--- config.mk ---
export PLATFORM = sky130hd
export DESIGN_NAME = operand_loader
export DESIGN_NICKNAME = d
export VERILOG_FILES = /design/src/rtl/compute_ram_pkg.sv /design/src/rtl/loader_watchdog.sv /design/src/rtl/operand_loader.sv
export SDC_FILE = /design/constraint.sdc
export NUM_CORES = 1
export LEC_CHECK = 0
export CAP_MARGIN = 20
export CORE_ASPECT_RATIO = 2
export CORE_MARGIN = 1
export CORE_UTILIZATION = 48
export DETAILED_ROUTE_END_ITERATION = 8
export GPL_ROUTABILITY_DRIVEN = 0
export GPL_TIMING_DRIVEN = 1
export PLACE_DENSITY = 0.81
export SYNTH_ARGS = -nofsm -noshare
export SYNTH_HDL_FRONTEND = slang
export SYNTH_HIERARCHICAL = 1
export SYNTH_SLANG_ARGS = --single-unit
--- constraint.sdc ---
create_clock -name clk -period 2.72 [get_ports clk]
set_input_delay 0.408 -clock clk [delete_from_list [all_inputs] [get_ports clk]]
set_output_delay 0.408 -clock clk [all_outputs]
set_load 0.005 [all_outputs]
--- src/rtl/compute_ram_pkg.sv ---
// Shared definitions for the compute-RAM datapath: BRAM geometry, operand lane
// placement inside a BRAM word, and the operand loader state encoding.
package compute_ram_pkg;

    localparam int BRAM_DWIDTH    = 40;
    localparam int BRAM_AWIDTH    = 9;
    localparam int COMPUTE_DWIDTH = 8;

    // Operand lanes inside a BRAM word; the control stage unpacks from the same offsets.
    localparam int INPUT1_LSB = 0;
    localparam int INPUT2_LSB = 8;

    typedef enum logic [1:0] {
        IDLE,
        LOAD,
        RUN,
        FINISH
    } loader_state_t;

endpackage

--- src/rtl/loader_watchdog.sv ---
// RUN-phase watchdog for operand_loader: counts RUN cycles and flags expiry
// during the last permitted cycle so the loader can abort on that edge.
module loader_watchdog #(
    parameter int TIMEOUT_CYCLES = 1024
) (
    input  logic clk,
    input  logic reset,
    input  logic clear,
    input  logic run,
    output logic expired
);

    localparam int CW = $clog2(TIMEOUT_CYCLES + 1);

    logic [CW-1:0] count;

    always_ff @(posedge clk or posedge reset) begin
        if (reset)
            count <= '0;
        else if (clear)
            count <= '0;
        else if (run)
            count <= count + 1'b1;
    end

    assign expired = run && (count == CW'(TIMEOUT_CYCLES - 1));

endmodule

--- src/rtl/operand_loader.sv ---
// Streams 8-bit operand pairs into consecutive BRAM words, then hands off to the
// control stage via start/done. Optional RUN watchdog: OPERAND_LOADER_TIMEOUT_EN.
module operand_loader #(
    parameter int BRAM_DWIDTH    = compute_ram_pkg::BRAM_DWIDTH,
    parameter int BRAM_AWIDTH    = compute_ram_pkg::BRAM_AWIDTH,
    parameter int COMPUTE_DWIDTH = compute_ram_pkg::COMPUTE_DWIDTH,
    parameter int TIMEOUT_CYCLES = 1024
) (
    input  logic                      clk,
    input  logic                      reset,
    input  logic                      load_req,
    input  logic [BRAM_AWIDTH-1:0]    base_addr,
    input  logic [BRAM_AWIDTH:0]      num_words,
    input  logic                      s_valid,
    output logic                      s_ready,
    input  logic [COMPUTE_DWIDTH-1:0] s_data1,
    input  logic [COMPUTE_DWIDTH-1:0] s_data2,
    output logic [BRAM_AWIDTH-1:0]    bram_addr,
    output logic [BRAM_DWIDTH-1:0]    bram_wdata,
    output logic                      bram_we,
    output logic                      start,
    input  logic                      done,
    output logic                      busy,
    output logic                      job_done,
    output logic                      timeout
);

    import compute_ram_pkg::*;

    loader_state_t          state;
    logic [BRAM_AWIDTH-1:0] base_q;
    logic [BRAM_AWIDTH:0]   count_q;
    logic [BRAM_AWIDTH:0]   idx_q;
    logic [BRAM_AWIDTH:0]   idx_inc;
    logic [BRAM_DWIDTH-1:0] packed_word;
    logic                   beat;
    logic                   last_beat;
    logic                   wd_expired;

    // s_ready depends on registered state only, never on s_valid.
    assign s_ready   = (state == LOAD);
    assign busy      = (state != IDLE);
    assign beat      = s_valid && s_ready;
    assign idx_inc   = idx_q + 1'b1;
    assign last_beat = beat && (idx_inc == count_q);

    // NOTE: default every always_comb output first so no path can infer a latch.
    always_comb begin
        packed_word = '0;
        packed_word[INPUT1_LSB +: COMPUTE_DWIDTH] = s_data1;
        packed_word[INPUT2_LSB +: COMPUTE_DWIDTH] = s_data2;
    end

`ifdef OPERAND_LOADER_TIMEOUT_EN
    loader_watchdog #(
        .TIMEOUT_CYCLES(TIMEOUT_CYCLES)
    ) u_watchdog (
        .clk     (clk),
        .reset   (reset),
        .clear   (last_beat),
        .run     (state == RUN),
        .expired (wd_expired)
    );
`else
    logic unused_timeout_cfg;
    assign unused_timeout_cfg = |TIMEOUT_CYCLES;
    assign wd_expired         = 1'b0;
`endif

    // NOTE: state registers use non-blocking assignments so every flop samples pre-edge values.
    always_ff @(posedge clk or posedge reset) begin
        if (reset) begin
            state      <= IDLE;
            base_q     <= '0;
            count_q    <= '0;
            idx_q      <= '0;
            bram_we    <= 1'b0;
            bram_addr  <= '0;
            bram_wdata <= '0;
            start      <= 1'b0;
            job_done   <= 1'b0;
            timeout    <= 1'b0;
        end else begin
            bram_we  <= 1'b0;
            job_done <= 1'b0;
            timeout  <= 1'b0;

            case (state)
                IDLE: begin
                    if (load_req) begin
                        base_q  <= base_addr;
                        count_q <= num_words;
                        idx_q   <= '0;
                        if (num_words != '0) begin
                            state <= LOAD;
                        end else begin
                            state    <= FINISH;
                            job_done <= 1'b1;
                        end
                    end
                end

                LOAD: begin
                    if (beat) begin
                        bram_we    <= 1'b1;
                        bram_addr  <= base_q + idx_q[BRAM_AWIDTH-1:0];
                        bram_wdata <= packed_word;
                        idx_q      <= idx_inc;
                        if (last_beat)
                            state <= RUN;
                    end
                end

                // start lags RUN entry by one cycle so the last word is committed first.
                RUN: begin
                    if (done) begin
                        state    <= FINISH;
                        start    <= 1'b0;
                        job_done <= 1'b1;
                    end else if (wd_expired) begin
                        state    <= FINISH;
                        start    <= 1'b0;
                        job_done <= 1'b1;
                        timeout  <= 1'b1;
                    end else begin
                        start <= 1'b1;
                    end
                end

                FINISH: state <= IDLE;

                default: state <= IDLE;
            endcase
        end
    end

endmodule

==> Word level (Yosys, flattened, before mapping) <==
Index checks and enable logic that the tools add are counted.
{ "totals": {"register_bits": 59, "latchBits": 0, "mem_bits_rw": 0, "romBits": 0, "in_bits": 40, "out_inout_bits": 55, "elab_cells": 45, "n_memories": 0} }
{ "op_classes": {"addsub": 2, "n_mul": 0, "div_mod_pow": 0, "order_cmp": 0, "eq_ne": 8, "shift": 0, "muxes": 16, "bitwise_logic": 0, "n_reduce_logical": 10} }
{ "op_table": {"columns": ["cell", "n"], "rows": [
  ["10-bit two-way mux", 2],
  ["10-bit one-hot mux with 2 select lines", 1],
  ["10-bit by 1-bit adder with 10-bit output, second input constant", 1],
  ["10-bit == test", 1],
  ["2-bit two-way mux", 5],
  ["10-bit nonzero test", 1],
  ["9-bit adder", 1],
  ["2-bit one-hot mux with 4 select lines", 1],
  ["1-bit two-way mux", 6],
  ["2-bit == test, second input constant", 2],
  ["2-bit by 1-bit inequality test with 1-bit output, second input constant", 2],
  ["2-bit inequality test, second input constant", 2],
  ["2-bit AND reduction", 2],
  ["4-bit AND reduction", 1],
  ["2-bit nonzero test", 2],
  ["3-bit AND reduction", 1],
  ["2-bit by 1-bit == test with 1-bit output, second input constant", 1],
  ["1-bit logical AND", 2],
  ["2-bit zero test", 1],
  ["1-bit one-hot mux with 2 select lines", 1]
]} }

==> Longest topological paths before layout <==
Gate-level depths: netlist (run 1).
{ "depth": {"word_depth": 6, "ltp_mapped": 9, "mapped_depth_nobuf": 9} }

==> Least setup slack after synthesis (run 1) <==
OpenSTA, ideal clock, no wires.
{ "synth_timing": {"path_kind": "reg-to-reg", "from": "register idx_q[0]", "to": "register state[1]", "setup_time_ns": 0.128, "arrival_ns": 2.160, "required_ns": 2.592, "path_slack_ns": 0.432, "stages_incl_launch_ff": 9, "n_path_buf": 1, "period_less_slack_ns": 2.288, "path_cell_list": "dfrtp_1 ha_1 clkbuf_1 nand4_1 or4_1 a21boi_1 o32ai_2 o21ai_2 mux2_1"} }
{ "synth_between": {"elab_chain_len": 5} }
{ "synth_rtl": {"columns": ["element", "line", "text"], "rows": [
  ["start, declared", "operand_loader.sv:33", "logic [BRAM_AWIDTH:0] idx_q;"],
  ["start signal, assigned", "operand_loader.sv:108", "idx_q <= idx_inc;"],
  ["10-bit by 1-bit adder with 10-bit output", "operand_loader.sv:44", "assign idx_inc = idx_q + 1'b1;"],
  ["10-bit == test", "operand_loader.sv:45", "assign last_beat = beat && (idx_inc == count_q);"],
  ["1-bit logical AND", "operand_loader.sv:45", null],
  ["2-bit by 1-bit inequality test with 1-bit output (no line)", null, null],
  ["4-bit AND reduction (no line)", null, null],
  ["end signal, assigned", "operand_loader.sv:73", "state <= IDLE;"],
  ["end signal, assigned", "operand_loader.sv:95", "state <= LOAD;"],
  ["end signal, assigned", "operand_loader.sv:97", "state <= FINISH;"],
  ["end, declared", "operand_loader.sv:30", "loader_state_t state;"]
]} }
No other way between the ends.
A chain may end at the register's enable or synchronous reset.

==> Worst setup path in the final report (run 1) <==
Ends and elaborated chain as after synthesis.

==> results.rst, run 1 <==
.. list-table::
   :header-rows: 1

   * - Metric
     - Value
   * - Outcome
     - finished clean
   * - Endpoint of the worst register-to-register path
     - state[1]$_DFFE_PP0P_
   * - First-pass DRT Iterations
     - 4
   * - Post-CTS Hold Fix Bufs
     - 0
   * - Worst hold-check slack
     - 0.470 ns
   * - Total detailed-routing wirelength
     - 7.12 mm
   * - Worst slew slack as a fraction of its limit
     - 48.9%
   * - Syn. warnings
     - 6
   * - Part of the power in combinational logic
     - 40.6%
   * - Power per standard cell area
     - 1030 nW/um^2
   * - Clock buffers created by TritonCTS
     - 9
   * - Maximum VDD drop
     - 0.000557 V
   * - Leakage power total
     - 1.90 nW
   * - Final hold violations
     - 0
   * - Share of flip-flops with an asynchronous set or reset after synthesis
     - 100%
   * - Final max-slew violation count
     - 0
   * - Number of instances resized during post-cts repair
     - 0
   * - Worst setup slack after layout
     - 0.205 ns
   * - Clock tree buffer depth
     - 2
   * - H-tree level count
     - 3
   * - Utilization after layout
     - 65.2%
   * - Most frequent cells in the layout
     - sky130_fd_sc_hd__clkdlybuf4s50_1 (69), sky130_fd_sc_hd__dfrtp_1 (59), sky130_fd_sc_hd__mux2_2 (36)
   * - Total track usage
     - 22.4%
   * - Part of the total power dissipated in the clock network
     - 25.5%
   * - Vias
     - 2,541
   * - Maximum number of pins on one net before global-route repair
     - 35
   * - Via count of the first global-routing pass
     - 2,609
   * - Distinct cell type count of the synthesized netlist
     - 49
   * - Total congestion overflow
     - 0
   * - CTS tree
     - built
   * - Kind of start point of the critical path
     - flop
   * - Number of synthesized register bits
     - 59
   * - Row Count
     - 42
   * - Fraction of final layout cells sized beyond drive strength 1
     - 16.5%
   * - Setup Buffers After CTS
     - 0
   * - Finished Layout Cells
     - 481
   * - Proportion of total power due to net switching
     - 31.2%
   * - Fill count
     - 551
   * - Internal power
     - 0.00306 W
   * - Final period util
     - 92.5%
   * - Die width
     - 60.7 microns
   * - Overall die area
     - 7240 sq um
   * - Synth-to-layout area growth
     - 30.6%
   * - Number of vias per cell
     - 5.28
   * - Maximum clock frequency
     - 398 MHz
   * - Worst slew pin tran
     - 0.762 ns
   * - Worst setup slack after placement
     - 0.274 ns
   * - Total of max-cap violations
     - 0
   * - Total placed cells including tap cells
     - 465
   * - Most frequent standard cell in the layout excluding fill and tap cells
     - sky130_fd_sc_hd__clkdlybuf4s50_1
   * - Number of placed I/O pins
     - 95
   * - Kind of capture point of the worst setup path
     - flop
   * - Class of the most critical setup path
     - reg2reg
   * - Class of the most critical hold timing path
     - in2async
   * - Core footprint
     - 6620 sq um
   * - Portion of total power attributed to sequential cells
     - 33.9%
   * - Initial core utilization
     - 49.9%
   * - Post-synth EDFFs
     - 0
   * - Total standard cell area after synthesis
     - 3300 sq um
   * - Setup clock skew after layout
     - 0.00612 ns
   * - Count of port buffers added during placement
     - 69
   * - Proportion of synthesized chip area in sequential cells
     - 44.7%
   * - Worst skew pair latency
     - 0.33 ns
   * - Data arrival, critical path
     - 2.72 ns
   * - Setup violators final
     - 0
   * - Maximum fanout count along the critical path
     - 10
   * - Initial antenna violation count
     - 0
   * - Req. time, crit path
     - 2.92 ns
   * - Estimated wirelength of the detail-placed design
     - 5.39 mm
   * - Synth Area per Inst
     - 10.5 sq um
   * - R2R depth
     - 7
   * - Setup slack, reg-to-reg
     - 0.20 ns
   * - Post-route setup TNS
     - 0 ns
   * - NetSw
     - 0.00139 W
   * - Buffer cell driving the clock tree root
     - sky130_fd_sc_hd__clkbuf_16
   * - Gate count of the mapped netlist
     - 315
   * - Clock slew at reported path FFs
     - 0.05 ns
   * - Final critical path time including I/O delays and setup
     - 2.52 ns
   * - DRT antenna net count
     - 0
   * - Wire length of the first global-routing pass
     - 11.8 mm
   * - DRC marker count from the first detailed-route iteration
     - 70
   * - Final layout net count
     - 441
   * - Reg2reg start
     - idx_q[0]$_DFFE_PP0P_
   * - Y dimension of the die
     - 119 microns
   * - Average detailed-routed wire length per instance
     - 14.8 microns
   * - RSZ-0062 raised after global routing
     - no
   * - Clock Sink Count
     - 59
   * - Antenna diodes
     - 0
   * - Leading register cell type out of synthesis
     - sky130_fd_sc_hd__dfrtp_1
   * - Remaining DRCs
     - 0
layer usage:
metal  track usage (%)  wire length (microns)  vias to the layer above
li1                  -                      -                     1223
met1              22.9                   2530                     1202
met2              38.3                   3980                       91
met3              4.89                    274                       25
met4              15.2                    335                        0
met5                 0                      0                        -
metrics by stage:
step | total power, W | instance area, sq um
global placement | 0.00327 | 4010
global route | 0.00475 | 4320
finish | 0.00445 | 4320
CTS | 0.00450 | 4320
detailed placement | 0.00334 | 4010
floorplan | 0.00258 | 3390
power groups by stage:
stage	clock, W	combinational [W]	sequential (W)
5_1_grt	0.00120	0.00199	0.00156
3_5_place_dp	0	0.00181	0.00153
2_1_floorplan	0	0.00109	0.00149
4_1_cts	0.00116	0.00182	0.00151
3_3_place_gp	0	0.00177	0.00150
6_report	0.00114	0.00181	0.00151
final cells by class:
class | instances | area (sq um) | share of cell area, %
timing repair buffer | 75 | 748 | 17.3
clock inverter | 4 | 48.8 | 1.13
inverter | 14 | 52.6 | 1.22
multi-input combinational | 229 | 1620 | 37.6
tap | 88 | 110 | 2.55
sequential | 59 | 1480 | 34.2
clock buffer | 12 | 256 | 5.94
cells in the mapped netlist (all sizes together), types with 4 or more instances:
cell type,number,area [sq um]
ha,12,150
nor3,5,25.0
a21oi,7,35.0
nand2,24,90.1
nand4,6,37.5
and3,5,31.3
nor2,10,37.5
dfrtp,59,1480
mux2,37,417
o21ai,23,119
xor2,6,52.6
o31ai,5,37.5
clkbuf,5,18.8
buf,32,223
inv,14,52.6
nand3,11,60.1
xnor2,8,70.1
nand2b,4,25.0
state kept, by name (all words and copies together), names as in the netlist:
register / count
start: 1
job_done: 1
base_q: 9
count_q: 10
bram_wdata: 16
state: 2
bram_we: 1
bram_addr: 9
idx_q: 10
critical path, cell delays in order, from the launching register on:
cell                       delay (ns)
sky130_fd_sc_hd__dfrtp_1         0.50
sky130_fd_sc_hd__ha_1            0.42
sky130_fd_sc_hd__nand4_1         0.16
sky130_fd_sc_hd__or4_1           0.44
sky130_fd_sc_hd__a21boi_1        0.20
sky130_fd_sc_hd__o32ai_2         0.13
sky130_fd_sc_hd__o21ai_2         0.20
sky130_fd_sc_hd__mux2_1          0.34
cell families (layout without fill, tap and decap cells):
family / count (synthesis) / in the layout / share of synthesized area [%]
muxes: 38 / 38 / 12.9
adders and majority gates: 13 / 13 / 5.15
buffers and inverters: 51 / 105 / 8.90
xor gates and xnor gates: 14 / 14 / 3.71
AOI/OAI and AO/OA: 60 / 60 / 12.3
and+or+nand+nor: 79 / 79 / 12.3
DFF: 59 / 59 / 44.7
other: 1 / 25 / 0.113
worst max-delay path by stage:
stage / startpoint / end / slack [ns] / depth (start not counted)
after floorplan: idx_q[0]$_DFFE_PP0P_ / state[1]$_DFFE_PP0P_ / 0.43 / 8
after global routing: idx_q[0]$_DFFE_PP0P_ / state[1]$_DFFE_PP0P_ / 0.06 / 7
after CTS: idx_q[0]$_DFFE_PP0P_ / state[1]$_DFFE_PP0P_ / 0.22 / 7
after global placement: idx_q[0]$_DFFE_PP0P_ / state[1]$_DFFE_PP0P_ / 0.38 / 7
after detailed placement: idx_q[0]$_DFFE_PP0P_ / state[1]$_DFFE_PP0P_ / 0.27 / 7
final: idx_q[0]$_DFFE_PP0P_ / state[1]$_DFFE_PP0P_ / 0.20 / 7
Power figures use the tool's default switching activity.
==> inputs of run 2 (changes only) <==
CORE_UTILIZATION = 43   (was 48)
PLACE_DENSITY = 0.76   (was 0.81)
SETUP_SLACK_MARGIN = 0.5   (was unset)
clock period = 2.3 ns   (was 2.72 ns; I/O delays follow)
==> run 2 against run 1 <==
Net effect:
- sequential power rose by 19%
- critical path depth did not move
- count of clock-buffer cells in the layout fell by 3
- non-clock buffer count rose by 24
- clock skew rose by 0.0030 ns
- total power rose by 27%
- combinational power rose by 39%
- global-route usage fell by 0.67 points
- clock power rose by 18%
- design area rose by 6.8%
- final cell count rose by 5.8%
- critical endpoint unchanged
==> results.rst, run 2 (synthesis results as in run 1) <==
.. list-table::
   :header-rows: 1

   * - Metric
     - Value
   * - Total track usage
     - 21.7%
   * - Maximum number of pins on one net before global-route repair
     - 24
   * - Placed cell areas
     - 4080 sq um
   * - Setup clock skew after layout
     - 0.00908 ns
   * - Outcome
     - finished clean
   * - Final layout net count
     - 465
   * - Power per standard cell area
     - 1230 nW/um^2
   * - Final critical path time including I/O delays and setup
     - 2.12 ns
   * - Final period util
     - 92.4%
   * - Req. time, crit path
     - 2.51 ns
   * - Buffer cell driving the clock tree root
     - sky130_fd_sc_hd__clkbuf_16
   * - Y dimension of the die
     - 126 microns
   * - Antenna diodes
     - 0
   * - Utilization after layout
     - 63.0%
   * - Vias
     - 2,715
   * - Worst skew pair latency
     - 0.33 ns
   * - DRT antenna net count
     - 0
   * - Fraction of final layout cells sized beyond drive strength 1
     - 27.3%
   * - Clock slew at reported path FFs
     - 0.06 ns
   * - Count of port buffers added during placement
     - 69
   * - Estimated wirelength of the detail-placed design
     - 5.79 mm
   * - Number of vias per cell
     - 5.33
   * - H-tree level count
     - 3
   * - Die width
     - 64.0 microns
   * - Initial core utilization
     - 45.1%
   * - DR WL met2
     - 4.46 mm
   * - Finished Layout Cells
     - 509
   * - Maximum clock frequency
     - 471 MHz
   * - Setup violators final
     - 0
   * - Register containing the most flip-flops in the final layout
     - bram_wdata
   * - Total congestion overflow
     - 0
   * - Synth-to-layout area growth
     - 39.5%
   * - Class of the most critical setup path
     - reg2reg
   * - Worst slew pin tran
     - 0.545 ns
   * - Clock buffers created by TritonCTS
     - 9
   * - Critical-path top delay cell
     - sky130_fd_sc_hd__dfrtp_2
   * - Most frequent cells in the layout
     - sky130_fd_sc_hd__clkdlybuf4s50_1 (67), sky130_fd_sc_hd__dfrtp_1 (56), sky130_fd_sc_hd__mux2_2 (36)
   * - First-pass DRT Iterations
     - 5
   * - Number of placed I/O pins
     - 95
   * - Row Count
     - 44
   * - Core footprint
     - 7320 sq um
   * - Max reg flops
     - 16
   * - Most frequent standard cell in the layout excluding fill and tap cells
     - sky130_fd_sc_hd__clkdlybuf4s50_1
   * - Final design area excluding fillers
     - 4610 sq um
   * - Final max-slew violation count
     - 0
   * - Worst hold-check slack
     - 0.420 ns
   * - Wire length of the first global-routing pass
     - 13.1 mm
   * - Via count of the first global-routing pass
     - 2,821
   * - Overall die area
     - 8060 sq um
   * - Kind of capture point of the worst setup path
     - flop
   * - Initial antenna violation count
     - 0
   * - RSZ-0062 raised after global routing
     - yes
   * - Class of the most critical hold timing path
     - in2async
   * - Leakage power total
     - 2.02 nW
   * - DRC marker count from the first detailed-route iteration
     - 104
   * - Clock Sink Count
     - 59
   * - Crit-path cells
     - ha_4 -> nand4_1 -> or4_4 -> a21boi_2 -> o32ai_2 -> o21ai_2 -> mux2_4
   * - Final hold violations
     - 0
   * - Total detailed-routing wirelength
     - 7.96 mm
   * - Maximum fanout count along the critical path
     - 8
   * - Maximum VDD drop
     - 0.000679 V
   * - Routed met3 length
     - 296 microns
   * - Post-route setup TNS
     - 0 ns
   * - Maximum cell stage delay along the critical path
     - 0.48 ns
   * - Worst slew slack as a fraction of its limit
     - 63.6%
   * - Average detailed-routed wire length per instance
     - 15.6 microns
   * - Total of max-cap violations
     - 0
   * - DRT met1 WL
     - 2.82 mm
   * - Kind of start point of the critical path
     - flop
   * - Top Registers
     - bram_wdata: 16 flops, count_q: 10 flops, idx_q: 10 flops
   * - Clock tree buffer depth
     - 2
   * - Remaining DRCs
     - 0
   * - Data arrival, critical path
     - 2.34 ns
   * - Total placed cells including tap cells
     - 476
   * - Highest metal used
     - met4
   * - CTS tree
     - built
run 2: changes by cell type in the layout (fill, tap and decap cells not counted), sizes merged:
cell / before / now
inv: 14 / 15
clkinv: 3 / 2
buf: 6 / 30
clkinvlp: 0 / 3
clkbuf: 12 / 9
dlygate4sd2: 0 / 2
clkdlybuf4s50: 69 / 67
run 2: layer usage:
| layer | GRT usage (%) | up-vias |
|---|---|---|
| li1 | - | 1266 |
| met1 | 21.5 | 1319 |
| met2 | 38.9 | 100 |
| met3 | 3.99 | 30 |
| met4 | 16.0 | 0 |
| met5 | 0 | - |
run 2: what timing repair did:
item,in CTS,in global routing
buffers inserted,12,5
resized for setup,19,11
pin swaps,6,12
hold buffers,0,0
endpoints found under the setup margin,8,13
run 2: power by group:
part           internal (W)  switching [W]  total [W]
Combinational       0.00146        0.00105    0.00251
Clock              0.000844       0.000502    0.00135
Sequential          0.00149       0.000309    0.00180
Total               0.00379        0.00186    0.00565
run 2: final cells by class:
type	instances	area, sq um
Inverter	14	56.3
Timing Repair Buffer	99	930
Clock buffer	9	225
Multi-Input combinational cell	229	1730
Fill cell	598	2710
Sequential cell	59	1480
Clock inverter	7	76.3
Tap cell	92	115
run 2: final timing paths:
| kind | slack, ns | endpoint | start | cells after the start |
|---|---|---|---|---|
| worst min-delay path | 0.42 | bram_wdata[2]$_DFFE_PP0P_ | reset | 2 |
| max in group asynchronous | 1.31 | state[0]$_DFFE_PP0P_ | reset | 3 |
| worst max-delay path | 0.18 | state[1]$_DFFE_PP0P_ | idx_q[1]$_DFFE_PP0P_ | 7 |
| worst max register to register | 0.18 | state[1]$_DFFE_PP0P_ | idx_q[1]$_DFFE_PP0P_ | 7 |
| min in group clk | 0.48 | bram_addr[6]$_DFFE_PP0P_ | bram_addr[6]$_DFFE_PP0P_ | 2 |
| worst min register to register | 0.48 | bram_addr[6]$_DFFE_PP0P_ | bram_addr[6]$_DFFE_PP0P_ | 2 |
run 2: per-stage QoR:
stage	power, W	setup WS (ns)
3_3_place_gp	0.00389	0.113
2_1_floorplan	0.00307	0.215
3_5_place_dp	0.00399	0.0230
5_1_grt	0.00603	0.0986
6_report	0.00565	0.175
4_1_cts	0.00554	0.204
run 2: critical path: cells and delay by family (launching register included):
family          cells  cell delay (ns)
mux                 1             0.31
fa+ha+maj           1             0.21
simple gates        2             0.56
flops               1             0.48
compound gates      3             0.43
==> inputs of run 3 (changes only) <==
CORE_UTILIZATION = 40   (was 43)
CTS_BUF_LIST = sky130_fd_sc_hd__clkbuf_4 sky130_fd_sc_hd__clkbuf_8   (was unset)
PLACE_DENSITY = 0.72   (was 0.76)
==> run 3 against run 2 <==
Net effect:
- clock power down 27%
- global-route usage down 1.2 points
- total power fell by 6.0%
- clock skew down 0.0029 ns
- maximum frequency decreased by 1.2%
- non-clock buffer count up 2
- register-to-register slack worse by 0.03 ns
- design area shrank 0.38%
- critical endpoint unchanged
- largest power group unchanged
==> results.rst, run 3 (synthesis results as in run 1) <==
.. list-table::
   :header-rows: 1

   * - Metric
     - Value
   * - Setup clock skew after layout
     - 0.00620 ns
   * - Overall die area
     - 8650 sq um
   * - Maximum cell stage delay along the critical path
     - 0.45 ns
   * - Core footprint
     - 7940 sq um
   * - Maximum fanout count along the critical path
     - 7
   * - Via count of the first global-routing pass
     - 2,690
   * - Worst skew pair latency
     - 0.33 ns
   * - Routed met3 length
     - 322 microns
   * - RSZ-0062 raised after global routing
     - yes
   * - Remaining DRCs
     - 0
   * - Clock slew at reported path FFs
     - 0.07 ns
   * - Worst setup slack after layout
     - 0.150 ns
   * - Final hold violations
     - 0
   * - CTS tree
     - built
   * - Final critical path time including I/O delays and setup
     - 2.15 ns
   * - Crit path max-delay family
     - simple AND/OR/NAND/NOR gates
   * - Maximum number of pins on one net before global-route repair
     - 40
   * - Total congestion overflow
     - 0
   * - Buf/Inv on CP
     - 0
   * - Critical-path top delay cell
     - sky130_fd_sc_hd__dfrtp_2
   * - Top Registers
     - bram_wdata: 16 flops, count_q: 10 flops, idx_q: 10 flops
   * - Req. time, crit path
     - 2.51 ns
   * - Maximum clock frequency
     - 465 MHz
   * - Most frequent cells in the layout
     - sky130_fd_sc_hd__clkdlybuf4s50_1 (67), sky130_fd_sc_hd__dfrtp_1 (55), sky130_fd_sc_hd__mux2_2 (36)
   * - Kind of start point of the critical path
     - flop
   * - Final layout net count
     - 467
   * - Row Count
     - 46
   * - Y dimension of the die
     - 131 microns
   * - Clock tree buffer depth
     - 2
   * - Worst setup slack after placement
     - -0.0231 ns
   * - Max reg flops
     - 16
   * - Count of port buffers added during placement
     - 69
   * - Crit-path cells
     - ha_4 -> nand4_1 -> or4_4 -> a21boi_2 -> o32ai_2 -> o21ai_2 -> mux2_1
   * - First-pass DRT Iterations
     - 4
   * - Total of max-cap violations
     - 0
   * - Register containing the most flip-flops in the final layout
     - bram_wdata
   * - Average detailed-routed wire length per instance
     - 15.3 microns
   * - Synth-to-layout area growth
     - 39.0%
   * - DR WL met2
     - 4.59 mm
   * - Placed cell areas
     - 4080 sq um
   * - Clock Sink Count
     - 59
   * - Class of the most critical hold timing path
     - in2async
   * - Wire length of the first global-routing pass
     - 13.0 mm
   * - Fill count
     - 692
   * - Initial core utilization
     - 41.6%
   * - Maximum VDD drop
     - 0.000576 V
   * - Final period util
     - 93.5%
   * - Initial antenna violation count
     - 0
   * - Die width
     - 66.3 microns
   * - Post-CTS Hold Fix Bufs
     - 0
   * - Fraction of final layout cells sized beyond drive strength 1
     - 29.1%
   * - Buffer cell driving the clock tree root
     - sky130_fd_sc_hd__clkbuf_8
   * - Clock buffers created by TritonCTS
     - 9
   * - Most frequent standard cell in the layout excluding fill and tap cells
     - sky130_fd_sc_hd__clkdlybuf4s50_1
   * - Antenna diodes
     - 0
   * - Overall power consumption
     - 0.00531 W
   * - Final design area excluding fillers
     - 4590 sq um
   * - Power per standard cell area
     - 1160 nW/um^2
   * - Outcome
     - finished clean
   * - Kind of capture point of the worst setup path
     - flop
   * - Number of vias per cell
     - 5.22
   * - DRT antenna net count
     - 0
   * - Total detailed-routing wirelength
     - 7.90 mm
   * - Vias
     - 2,686
   * - Highest metal used
     - met4
   * - Setup violators final
     - 0
   * - DRC marker count from the first detailed-route iteration
     - 109
   * - Total track usage
     - 20.5%
   * - Setup slack, reg-to-reg
     - 0.15 ns
   * - Class of the most critical setup path
     - reg2reg
   * - Data arrival, critical path
     - 2.36 ns
   * - DRT met1 WL
     - 2.70 mm
   * - H-tree level count
     - 3
   * - Estimated wirelength of the detail-placed design
     - 5.76 mm
   * - Number of placed I/O pins
     - 95
   * - Leakage power total
     - 2.01 nW
   * - Final max-slew violation count
     - 0
==> run 3: per-layer routing <==
layer / vias to the layer above / GRT usage (%)
met1: 1299 / 20.7
met4: 0 / 12.1
met5: - / 0
met2: 99 / 37.5
met3: 19 / 4.17
li1: 1269 / -
==> run 3: path summary, 6_finish.rpt <==
path                                        endpoint                      from  cells past startpoint
setup / recovery                state[1]$_DFFE_PP0P_      idx_q[0]$_DFFE_PP0P_                      7
hold / removal             bram_wdata[5]$_DFFE_PP0P_                     reset                      2
setup reg to reg                state[1]$_DFFE_PP0P_      idx_q[0]$_DFFE_PP0P_                      7
hold reg to reg             bram_addr[6]$_DFFE_PP0P_  bram_addr[6]$_DFFE_PP0P_                      2
max in group asynchronous       idx_q[0]$_DFFE_PP0P_                     reset                      3
min in group clk            bram_addr[6]$_DFFE_PP0P_  bram_addr[6]$_DFFE_PP0P_                      2
==> run 3: where the power goes <==
group	switching, W	leakage (nW)	internal [W]	total (W)
Combinational	0.00105	1.18	0.00147	0.00253
Clock	0.000401	0.108	0.000585	0.000985
Sequential	0.000312	0.719	0.00149	0.00180
Total	0.00177	2.01	0.00355	0.00531
==> run 3: timing repair <==
| action | in CTS | in global routing |
|---|---|---|
| hold endpoints to repair | 0 | 0 |
| setup endpoints to repair | 8 | 18 |
| buffers inserted | 14 | 6 |
| cloned | 0 | 0 |
| pin swaps | 6 | 7 |
| resized for setup | 26 | 14 |
==> run 3: final cells by class <==
| class | instances | area, sq um | area share, % |
|---|---|---|---|
| tap | 96 | 120 | 2.62 |
| sequential | 59 | 1480 | 32.3 |
| clock buffer | 12 | 165 | 3.60 |
| multi-input combinational | 229 | 1780 | 38.7 |
| inverter | 14 | 56.3 | 1.23 |
| clock inverter | 4 | 47.5 | 1.04 |
| timing repair buffer | 101 | 945 | 20.6 |
==> run 3: through the flow <==
| stage | util [%] | cells | TNS, ns | hold WS (ns) |
|---|---|---|---|---|
| finish | 57.8 | 515 | 0 | 0.383 |
| global route | 57.8 | 515 | 0 | 0.410 |
| CTS | 56.5 | 509 | 0 | 0.380 |
| detailed placement | 51.3 | 479 | -0.0231 | 0.467 |
| global placement | 51.3 | 479 | 0 | 0.461 |
| floorplan | - | 339 | 0 | 0.445 |
